$ cat config.mk
export PLATFORM = sky130hd
export DESIGN_NAME = display_7seg_mux
export DESIGN_NICKNAME = d
export VERILOG_FILES = /design/src/rtl/display_pkg.sv /design/src/rtl/display_7seg_mux_bin2bcd.sv /design/src/rtl/display_7seg_mux.sv
export SDC_FILE = /design/constraint.sdc
export NUM_CORES = 1
export LEC_CHECK = 0
export ABC_AREA = 1
export BUFFER_PORTS_ARGS = -buffer_cell sky130_fd_sc_hd__buf_4
export CORE_MARGIN = 8
export CORE_UTILIZATION = 50
export DETAILED_ROUTE_END_ITERATION = 12
export PLACE_DENSITY = 0.68
export SLEW_MARGIN = 40
export SYNTH_ARGS = -nofsm -noshare
export SYNTH_HDL_FRONTEND = slang
export SYNTH_HIERARCHICAL = 1
export SYNTH_SLANG_ARGS = --single-unit
$ cat constraint.sdc
create_clock -name clock -period 3.7 [get_ports clock]
set_input_delay 0.74 -clock clock [delete_from_list [all_inputs] [get_ports clock]]
set_output_delay 0.74 -clock clock [all_outputs]
set_load 0.005 [all_outputs]
$ cat src/rtl/display_pkg.sv
// Shared constants for the seven-segment display driver.
// Segment codes are active-low {g,f,e,d,c,b,a}; the dp cathode is added
// separately by the driver. Digit positions name the four lit scan slots.
package display_pkg;

    // Default timing at 100 MHz: 1 kHz per digit, 2 Hz blink toggle.
    localparam int unsigned REFRESH_COUNT = 100_000;
    localparam int unsigned BLINK_COUNT   = 25_000_000;

    localparam logic [6:0] SEG_0    = 7'b1000000;
    localparam logic [6:0] SEG_1    = 7'b1111001;
    localparam logic [6:0] SEG_2    = 7'b0100100;
    localparam logic [6:0] SEG_3    = 7'b0110000;
    localparam logic [6:0] SEG_4    = 7'b0011001;
    localparam logic [6:0] SEG_5    = 7'b0010010;
    localparam logic [6:0] SEG_6    = 7'b0000010;
    localparam logic [6:0] SEG_7    = 7'b1111000;
    localparam logic [6:0] SEG_8    = 7'b0000000;
    localparam logic [6:0] SEG_9    = 7'b0010000;
    localparam logic [6:0] SEG_DASH = 7'b0111111;
    localparam logic [6:0] SEG_OFF  = 7'b1111111;

    localparam logic [7:0] AN_OFF  = 8'hFF;
    localparam logic [7:0] CAT_OFF = 8'hFF;

    localparam logic [2:0] DIG_SEC_ONES = 3'd0;
    localparam logic [2:0] DIG_SEC_TENS = 3'd1;
    localparam logic [2:0] DIG_MIN_ONES = 3'd2;
    localparam logic [2:0] DIG_MIN_TENS = 3'd3;

    // BCD digit to active-low segment pattern; non-decimal codes stay dark.
    function automatic logic [6:0] seg_encode(input logic [3:0] d);
        logic [6:0] s;
        case (d)
            4'd0:    s = SEG_0;
            4'd1:    s = SEG_1;
            4'd2:    s = SEG_2;
            4'd3:    s = SEG_3;
            4'd4:    s = SEG_4;
            4'd5:    s = SEG_5;
            4'd6:    s = SEG_6;
            4'd7:    s = SEG_7;
            4'd8:    s = SEG_8;
            4'd9:    s = SEG_9;
            default: s = SEG_OFF;
        endcase
        return s;
    endfunction

endpackage

$ cat src/rtl/display_7seg_mux_bin2bcd.sv
// Two-digit binary to BCD converter, purely combinational.
//   bin_i  : 7-bit binary value, meaningful for 0..99
//   tens_o : bin_i / 10 (low 4 bits)
//   ones_o : bin_i % 10
module bin2bcd_2d (
    input  logic [6:0] bin_i,
    output logic [3:0] tens_o,
    output logic [3:0] ones_o
);

    always_comb begin
        tens_o = 4'(bin_i / 7'd10);
        ones_o = 4'(bin_i % 7'd10);
    end

endmodule

$ cat src/rtl/display_7seg_mux.sv
// Multiplexed 8-digit seven-segment driver showing MM.SS on digits 0..3.
//   clock   : system clock, all state on the rising edge
//   reset   : asynchronous, active-low
//   min     : minutes 0..99      sec  : seconds 0..59
//   blank   : 1 forces all digits off
//   blink   : 1 blinks the time digits (paused timer)
//   an      : active-low anodes, one-hot-low while a digit is lit
//   dec_cat : active-low cathodes {dp,g,f,e,d,c,b,a}
// Inputs are captured once per scan frame so a digit sweep never mixes
// values from two different timer readings.
module display_7seg_mux #(
    parameter int unsigned REFRESH_COUNT = display_pkg::REFRESH_COUNT,
    parameter int unsigned BLINK_COUNT   = display_pkg::BLINK_COUNT
) (
    input  logic       clock,
    input  logic       reset,
    input  logic [6:0] min,
    input  logic [6:0] sec,
    input  logic       blank,
    input  logic       blink,
    output logic [7:0] an,
    output logic [7:0] dec_cat
);

    import display_pkg::*;

    localparam int unsigned RW = (REFRESH_COUNT > 1) ? $clog2(REFRESH_COUNT) : 1;
    localparam int unsigned BW = (BLINK_COUNT > 1) ? $clog2(BLINK_COUNT) : 1;

    logic [RW-1:0] rcnt_q, rcnt_d;
    logic [2:0]    idx_q, idx_d;
    logic [6:0]    min_sh_q, min_sh_d;
    logic [6:0]    sec_sh_q, sec_sh_d;
    logic          blank_sh_q, blank_sh_d;
    logic          blink_sh_q, blink_sh_d;
    logic [BW-1:0] bcnt_q, bcnt_d;
    logic          vis_q, vis_d;
    logic [7:0]    an_q, an_d;
    logic [7:0]    cat_q, cat_d;

    logic          tick;
    logic          frame_latch;
    logic [3:0]    min_tens, min_ones, sec_tens, sec_ones;
    logic [3:0]    digit;
    logic          out_of_range;
    logic          shown;
    logic [6:0]    seg;
    logic          dp_n;

    bin2bcd_2d u_min_bcd (
        .bin_i  (min_sh_q),
        .tens_o (min_tens),
        .ones_o (min_ones)
    );

    bin2bcd_2d u_sec_bcd (
        .bin_i  (sec_sh_q),
        .tens_o (sec_tens),
        .ones_o (sec_ones)
    );

    // Scan timing and frame capture
    always_comb begin
        tick        = (rcnt_q == RW'(REFRESH_COUNT - 1));
        frame_latch = tick && (idx_q == 3'd7);
        rcnt_d      = tick ? '0 : rcnt_q + RW'(1);
        idx_d       = tick ? idx_q + 3'd1 : idx_q;

        min_sh_d   = min_sh_q;
        sec_sh_d   = sec_sh_q;
        blank_sh_d = blank_sh_q;
        blink_sh_d = blink_sh_q;
        if (frame_latch) begin
            min_sh_d   = min;
            sec_sh_d   = sec;
            blank_sh_d = blank;
            blink_sh_d = blink;
        end
    end

    // Blink phase: held visible while not blinking so each blink episode
    // starts with a full lit half-period.
    always_comb begin
        bcnt_d = '0;
        vis_d  = 1'b1;
        if (blink_sh_q) begin
            if (bcnt_q == BW'(BLINK_COUNT - 1)) begin
                bcnt_d = '0;
                vis_d  = ~vis_q;
            end else begin
                bcnt_d = bcnt_q + BW'(1);
                vis_d  = vis_q;
            end
        end
    end

    // Digit select and output decision for the current scan slot
    always_comb begin
        case (idx_q)
            DIG_SEC_ONES: digit = sec_ones;
            DIG_SEC_TENS: digit = sec_tens;
            DIG_MIN_ONES: digit = min_ones;
            DIG_MIN_TENS: digit = min_tens;
            default:      digit = '0;
        endcase

        out_of_range = (min_sh_q > 7'd99) || (sec_sh_q > 7'd59);
        seg          = out_of_range ? SEG_DASH : seg_encode(digit);
        dp_n         = (idx_q == DIG_MIN_ONES) ? 1'b0 : 1'b1;

        // vis_q only matters while blinking; it can lag one cycle after a
        // blink exit, so gate it with the shadow blink flag.
        shown = !blank_sh_q && (vis_q || !blink_sh_q) && !idx_q[2];

        an_d  = AN_OFF;
        cat_d = CAT_OFF;
        if (shown) begin
            an_d  = ~(8'b1 << idx_q);
            cat_d = {dp_n, seg};
        end
    end

    always_ff @(posedge clock or negedge reset) begin
        if (!reset) begin
            rcnt_q     <= '0;
            idx_q      <= '0;
            min_sh_q   <= '0;
            sec_sh_q   <= '0;
            blank_sh_q <= 1'b0;
            blink_sh_q <= 1'b0;
            bcnt_q     <= '0;
            vis_q      <= 1'b1;
            an_q       <= AN_OFF;
            cat_q      <= CAT_OFF;
        end else begin
            rcnt_q     <= rcnt_d;
            idx_q      <= idx_d;
            min_sh_q   <= min_sh_d;
            sec_sh_q   <= sec_sh_d;
            blank_sh_q <= blank_sh_d;
            blink_sh_q <= blink_sh_d;
            bcnt_q     <= bcnt_d;
            vis_q      <= vis_d;
            an_q       <= an_d;
            cat_q      <= cat_d;
        end
    end

    assign an      = an_q;
    assign dec_cat = cat_q;

endmodule

==> results.cfg, run 1 <==
[run_status]
status = finished clean

[clock_tree]
clkLatencyLatePin_ps = 360
htree_levels = 3
cts_buffer_depth = 2
clock_sinks = 77
cts_resized = 0
cts_inserted_buffers = 9
clkTransAtPathRegs_ps = 90
ctsHoldBuffers = 0
tritoncts = yes
cts_setup_buffers = 0
clockRootBuffer = clkbuf_8

[timing]
fmax_ghz = 0.3292
hold_viol = 0
skew_ps = 9.843
tightest_slew_ps = 689.4
finalSetupTns_ps = 0
period_needed_ps = 3037
slew_headroom = 0.5404
finalCritPeriodShare = 0.8209
rsz0062_at_grt = false
worst_slack_ps = 662.8
slew_viol_final = 0
final-setup-viol-count = 0

[routing]
post_drt_wl_per_cell_um = 12.32
dr.first_iter.drc_count = 207
drc_errors = 0
vias_per_cell = 5.015
ant_nets = 0
vias = 4263
firstDrtPassIters = 4
postRouteWirelength_mm = 10.47

[logic_synthesis]
yosysMostFrequentCell = nand2_1
ys_seq_area_frac = 0.3909
async_flop_share = 1.000
yosys-top-cells-count = nand2_1 (164), inv_1 (98), nor2_1 (84)
syn_inst = 676
synth_ff_type = dfrtp_1
synth.area.top_cells = dfrtp_1 (31%), nand2_1 (12%), dfstp_2 (8.4%)
synth_warnings = 6
syn_area_sq_um = 4981
yosysTopAreaCell = dfrtp_1
synth_top_area_frac = 0.3065
synth_cell_types = 39
synth_edf_count = 0
avgSynthCellArea_sq_um = 7.368
synth_seq_cells = 77

[pwr]
p_sw_frac = 0.2336
power_frac_seq = 0.548
ir_drop_mv = 0.1369
clockPowerShare = 0.429
powerDensity_nw_per_um2 = 278.7
combPwrFrac = 0.023
p_int_mw = 1.181
p_leak_nw = 2.863
netSwitchingPower_mw = 0.3600
report.power.total_mw = 1.541

[global_route]
grt_antenna_before_repair = 0
track_usage = 0.1726
gr-total-overflow = 0
grt_pass1_vias = 4342
grt_max_degree = 78
grt_pass1_wl_mm = 18.60

[floorplanning]
die_area_sq_um = 13410
core_area_sq_um = 9729
boundaryPins = 34
chipHeight_um = 115.8
row_count = 36
initial_core_util = 0.5120
die_w_um = 115.8

[layout]
finalNonFillerCells = 850
num_antenna_cells = 0
seqCellArea_sq_um = 1947
finalNetCount = 745
final_area_sq_um = 5530
synthToLayoutAreaGrowth_pct = 11.03
fillCellCount = 962
drive_above_1_share = 0.2022
multi_input_area_sq_um = 2530

[place]
place_inst = 834
portBuffers = 33
post-place-ws_ps = 710.1
place_area_sq_um = 5325
dp_hpwl_mm = 8.091
place_congestion = 0.8979

[hold_path]
hold_path.class = in2async

[run]
drv_cap = 0

[setup_path]
cp-end-kind = flop
startpoint_type = flop
critical_path_arrival_ps = 3340
cp_data_required_time_ps = 4010
critical_path_class = reg2reg
cp_max_fo = 6
## stage by stage
stage | hold WS [ps] | util
2_1_floorplan | 431.0 | -
3_3_place_gp | 444.7 | 0.5469
3_5_place_dp | 457.2 | 0.5473
4_1_cts | 413.7 | 0.5684
5_1_grt | 460.0 | 0.5684
6_report | 407.0 | 0.5684
## path summary, 6_finish.rpt
| kind | startpoint | to | slack (ps) | depth (start not counted) |
|---|---|---|---|---|
| max | min_sh_q[6] | dec_cat[6] | 660 | 26 |
| min | reset | bcnt_q[8] | 410 | 1 |
| max reg2reg | min_sh_q[6] | dec_cat[6] | 660 | 26 |
| min reg2reg | rcnt_q[0] | rcnt_q[0] | 470 | 1 |
| max in group asynchronous | reset | min_sh_q[0] | 2820 | 1 |
| min in group clock | rcnt_q[0] | rcnt_q[0] | 470 | 1 |
## power by group through the flow
stage,combinational (mW),sequential (mW),clock (mW)
5_1_grt,0.0422,0.845,0.723
2_1_floorplan,0.00345,0.861,0
3_5_place_dp,0.0377,0.861,0
3_3_place_gp,0.0371,0.861,0
6_report,0.0358,0.845,0.661
4_1_cts,0.0377,0.845,0.684
## area by class of cell
type                            count  share of cell area
Multi-Input combinational cell    478              0.4575
Sequential cell                    77              0.3520
Clock buffer                        9             0.02240
Clock inverter                      7             0.01471
Timing Repair Buffer               33             0.04548
Tap cell                          133             0.03009
Inverter                          113             0.07783
## routing by layer
metal / global-route usage / vias up / wire length [um]
li1: - / 2182 / -
met1: 0.1851 / 1973 / 4447
met2: 0.3056 / 81 / 5287
met3: 0.03596 / 27 / 380
met4: 0.1054 / 0 / 359
met5: 0 / - / 0
## sequential cells by signal (all words and copies together), names as in the netlist
register and cells:
vis_q 1, blink_sh_q 1, an 8, blank_sh_q 1, idx_q 3, dec_cat 7, bcnt_q 25, sec_sh_q 7
rcnt_q 17, min_sh_q 7
## cells in the final DEF, fill, tap and decap left out, types with 9 or more instances in the layout
cell | synthesis | final
nand3_1 | 54 | 54
nor2_1 | 84 | 84
ha_1 | 15 | 15
buf_4 | 3 | 32
nand2_2 | 20 | 20
o21ai_0 | 12 | 12
dfrtp_1 | 61 | 61
nand4_1 | 17 | 17
xor2_1 | 12 | 12
dfstp_2 | 16 | 16
inv_2 | 12 | 12
nand2_1 | 164 | 164
o21ai_1 | 21 | 21
clkbuf_8 | 0 | 9
a21oi_1 | 11 | 11
nor3_1 | 13 | 13
inv_1 | 98 | 98
nand3_2 | 13 | 13
## logic make-up (layout without fill, tap and decap cells)
family | Yosys count | after routing | share of synthesized area
compound gates | 52 | 52 | 0.05778
xor+xnor | 14 | 14 | 0.02462
simple gates | 394 | 394 | 0.3856
fa+ha+maj | 15 | 15 | 0.03768
other cells | 1 | 3 | 0.0007529
flops | 77 | 77 | 0.3909
buf+inv | 123 | 162 | 0.1027
## critical path: stages, from the launching register on
cell	delay (ps)
dfrtp_1	480
inv_2	60
nand2_2	100
nand3_2	100
nand2_4	100
nand2_4	80
o21ai_2	230
nand3_1	150
nand2_1	130
inv_1	50
ha_1	190
inv_1	70
nand3_2	110
nand3_2	110
nand2_1	50
nand2_1	50
nand3_1	80
nand2_1	140
inv_1	50
nand2_1	100
ha_1	150
inv_1	30
o21ai_1	90
nand3_1	90
nand2_1	60
nand2_1	40
nand2_1	70
(Power assumes the default switching activity.)
==> run 2: changes to the inputs <==
==> constraint.sdc (replaced) <==
create_clock -name clock -period 2.9 [get_ports clock]
set_input_delay 0.58 -clock clock [delete_from_list [all_inputs] [get_ports clock]]
set_output_delay 0.58 -clock clock [all_outputs]
set_load 0.005 [all_outputs]
==> run 2 against run 1 <==
Compared with the run above:
- the flow now finishes with violations (negative setup slack)
- combinational power grew 29%
- cell area increased by 11%
- worst setup slack lost 770 ps
- clock skew grew 0.92 ps
- cell count rose by 3.5%
- die area unchanged
- power increased by 29%
- hold slack got worse by 150 ps
- critical path type unchanged
- largest cell class unchanged
==> results.cfg, run 2 (synthesis gave the netlist of run 1 again) <==
[routing]
postRouteWirelength_mm = 11.80
post_drt_wl_per_cell_um = 13.41
ant_nets = 0
drc_errors = 0
firstDrtPassIters = 5
vias_per_cell = 5.056
dr.first_iter.drc_count = 249
vias = 4449

[floorplanning]
core_area_sq_um = 9729
row_count = 36
boundaryPins = 34
die_area_sq_um = 13410
die_w_um = 115.8
initial_core_util = 0.5120
chipHeight_um = 115.8

[timing]
slew_viol_final = 0
final-setup-viol-count = 7
slew_headroom = 0.5345
fin_hold_ws_ps = 253.7
period_needed_ps = 3008
tightest_slew_ps = 698.2
worst_slack_ps = -107.8
hold_viol = 0
finalSetupTns_ps = -620.2
finalCritPeriodShare = 1.037
rsz0062_at_grt = true
fmax_ghz = 0.3325
skew_ps = 10.76

[pwr]
ir_drop_mv = 0.2322
p_leak_nw = 3.080
powerDensity_nw_per_um2 = 323.5

[global_route]
gr-total-overflow = 0
grt_pass1_vias = 4344
grt_antenna_before_repair = 0
grt_pass1_wl_mm = 19.22
grt_max_degree = 78
track_usage = 0.1785

[setup_path]
cp-end-kind = flop
critical_path_class = reg2reg
r2r_cells = 27
cp_max_fo = 10
r2r_slack_ps = -110
critical_path_arrival_ps = 3280
cp_data_required_time_ps = 3180
rr_endpoint = dec_cat[1]
startpoint_type = flop
r2r-start = min_sh_q[4]

[run_status]
violations = negative setup slack
status = complete, but fails checks

[clock_tree]
clkTransAtPathRegs_ps = 80
cts_inserted_buffers = 9
htree_levels = 3
clock_sinks = 77
ctsHoldBuffers = 0
cts_buffer_depth = 2
tritoncts = yes
clkLatencyLatePin_ps = 350
clockRootBuffer = clkbuf_8

[layout]
multi_input_area_sq_um = 2870
final_cell_mix = nand2_1 (148), inv_1 (92), nor2_1 (84)
finalNetCount = 775
fillCellCount = 862
utilization = 0.6295
regMostFlops = bcnt_q
seqCellArea_sq_um = 1956
drive_above_1_share = 0.2985
num_antenna_cells = 0
synthToLayoutAreaGrowth_pct = 22.96
final_common_cell = nand2_1
largest_reg_flops = 25

[run]
drv_cap = 0

[place]
dp_hpwl_mm = 8.155
place_congestion = 0.8895
portBuffers = 33

[hold_path]
hold_path.class = in2async
[run 2: how the worst max path moves through the flow]
stage,from,to,slack (ps)
3_3_place_gp,sec_sh_q[6],dec_cat[6],70
3_5_place_dp,sec_sh_q[6],dec_cat[6],-110
4_1_cts,min_sh_q[6],dec_cat[0],-4
5_1_grt,min_sh_q[6],dec_cat[6],-270
6_report,min_sh_q[4],dec_cat[1],-110
2_1_floorplan,sec_sh_q[6],dec_cat[3],220
[run 2: timing repair]
action                                  CTS  global route
endpoints found under the setup margin    4             7
pin swaps                                 7            32
resized for setup                        14            73
setup buffers                             7            21
[run 2: power breakdown]
group | switching (mW) | leakage [nW] | internal (mW) | total [mW]
combinational | 0.0275 | 2.08 | 0.0188 | 0.0462
clock | 0.430 | 0.0991 | 0.427 | 0.857
sequential | 0.000462 | 0.906 | 1.08 | 1.08
total | 0.458 | 3.08 | 1.52 | 1.98
[run 2: per-stage QoR]
step	setup WS, ps	cell area [sq um]	power, mW	instances
floorplan	216.8	4989	1.103	678
global placement	65.97	5336	1.146	836
detailed placement	-105.6	5340	1.147	836
CTS	-4.171	5654	2.002	859
global route	-275.0	6125	2.076	880
finish	-107.8	6125	1.981	880
[run 2: critical path, stage by stage (launching register included)]
cell,delay (ps)
dfrtp_2,430
inv_4,70
a21oi_4,220
nand2_4,120
nand2_8,130
nand2_4,60
nand2_4,80
inv_4,40
nand2_2,70
nand2_2,70
nand2_2,90
nand2_2,70
inv_2,60
ha_4,120
inv_2,40
nand3_4,90
nand3_2,100
buf_4,170
nand2_1,50
nand2_1,80
nand3_4,90
nand2_4,80
nor2_8,200
nand2_4,60
nand2_2,60
inv_2,60
nor2_8,140
o21ai_2,70
[run 2: layer usage]
metal | wire, um | GRT usage
met1 | 4850 | 0.1922
met5 | 0 | 0
met3 | 430 | 0.04586
met4 | 355 | 0.06828
met2 | 6161 | 0.3268
[run 2: area by class of cell]
class / count / area share
Multi-Input combinational cell: 478 / 0.4686
Clock buffer: 10 / 0.02247
Sequential cell: 77 / 0.3193
Inverter: 113 / 0.07109
Clock inverter: 6 / 0.01164
Tap cell: 133 / 0.02717
Timing Repair Buffer: 63 / 0.07967
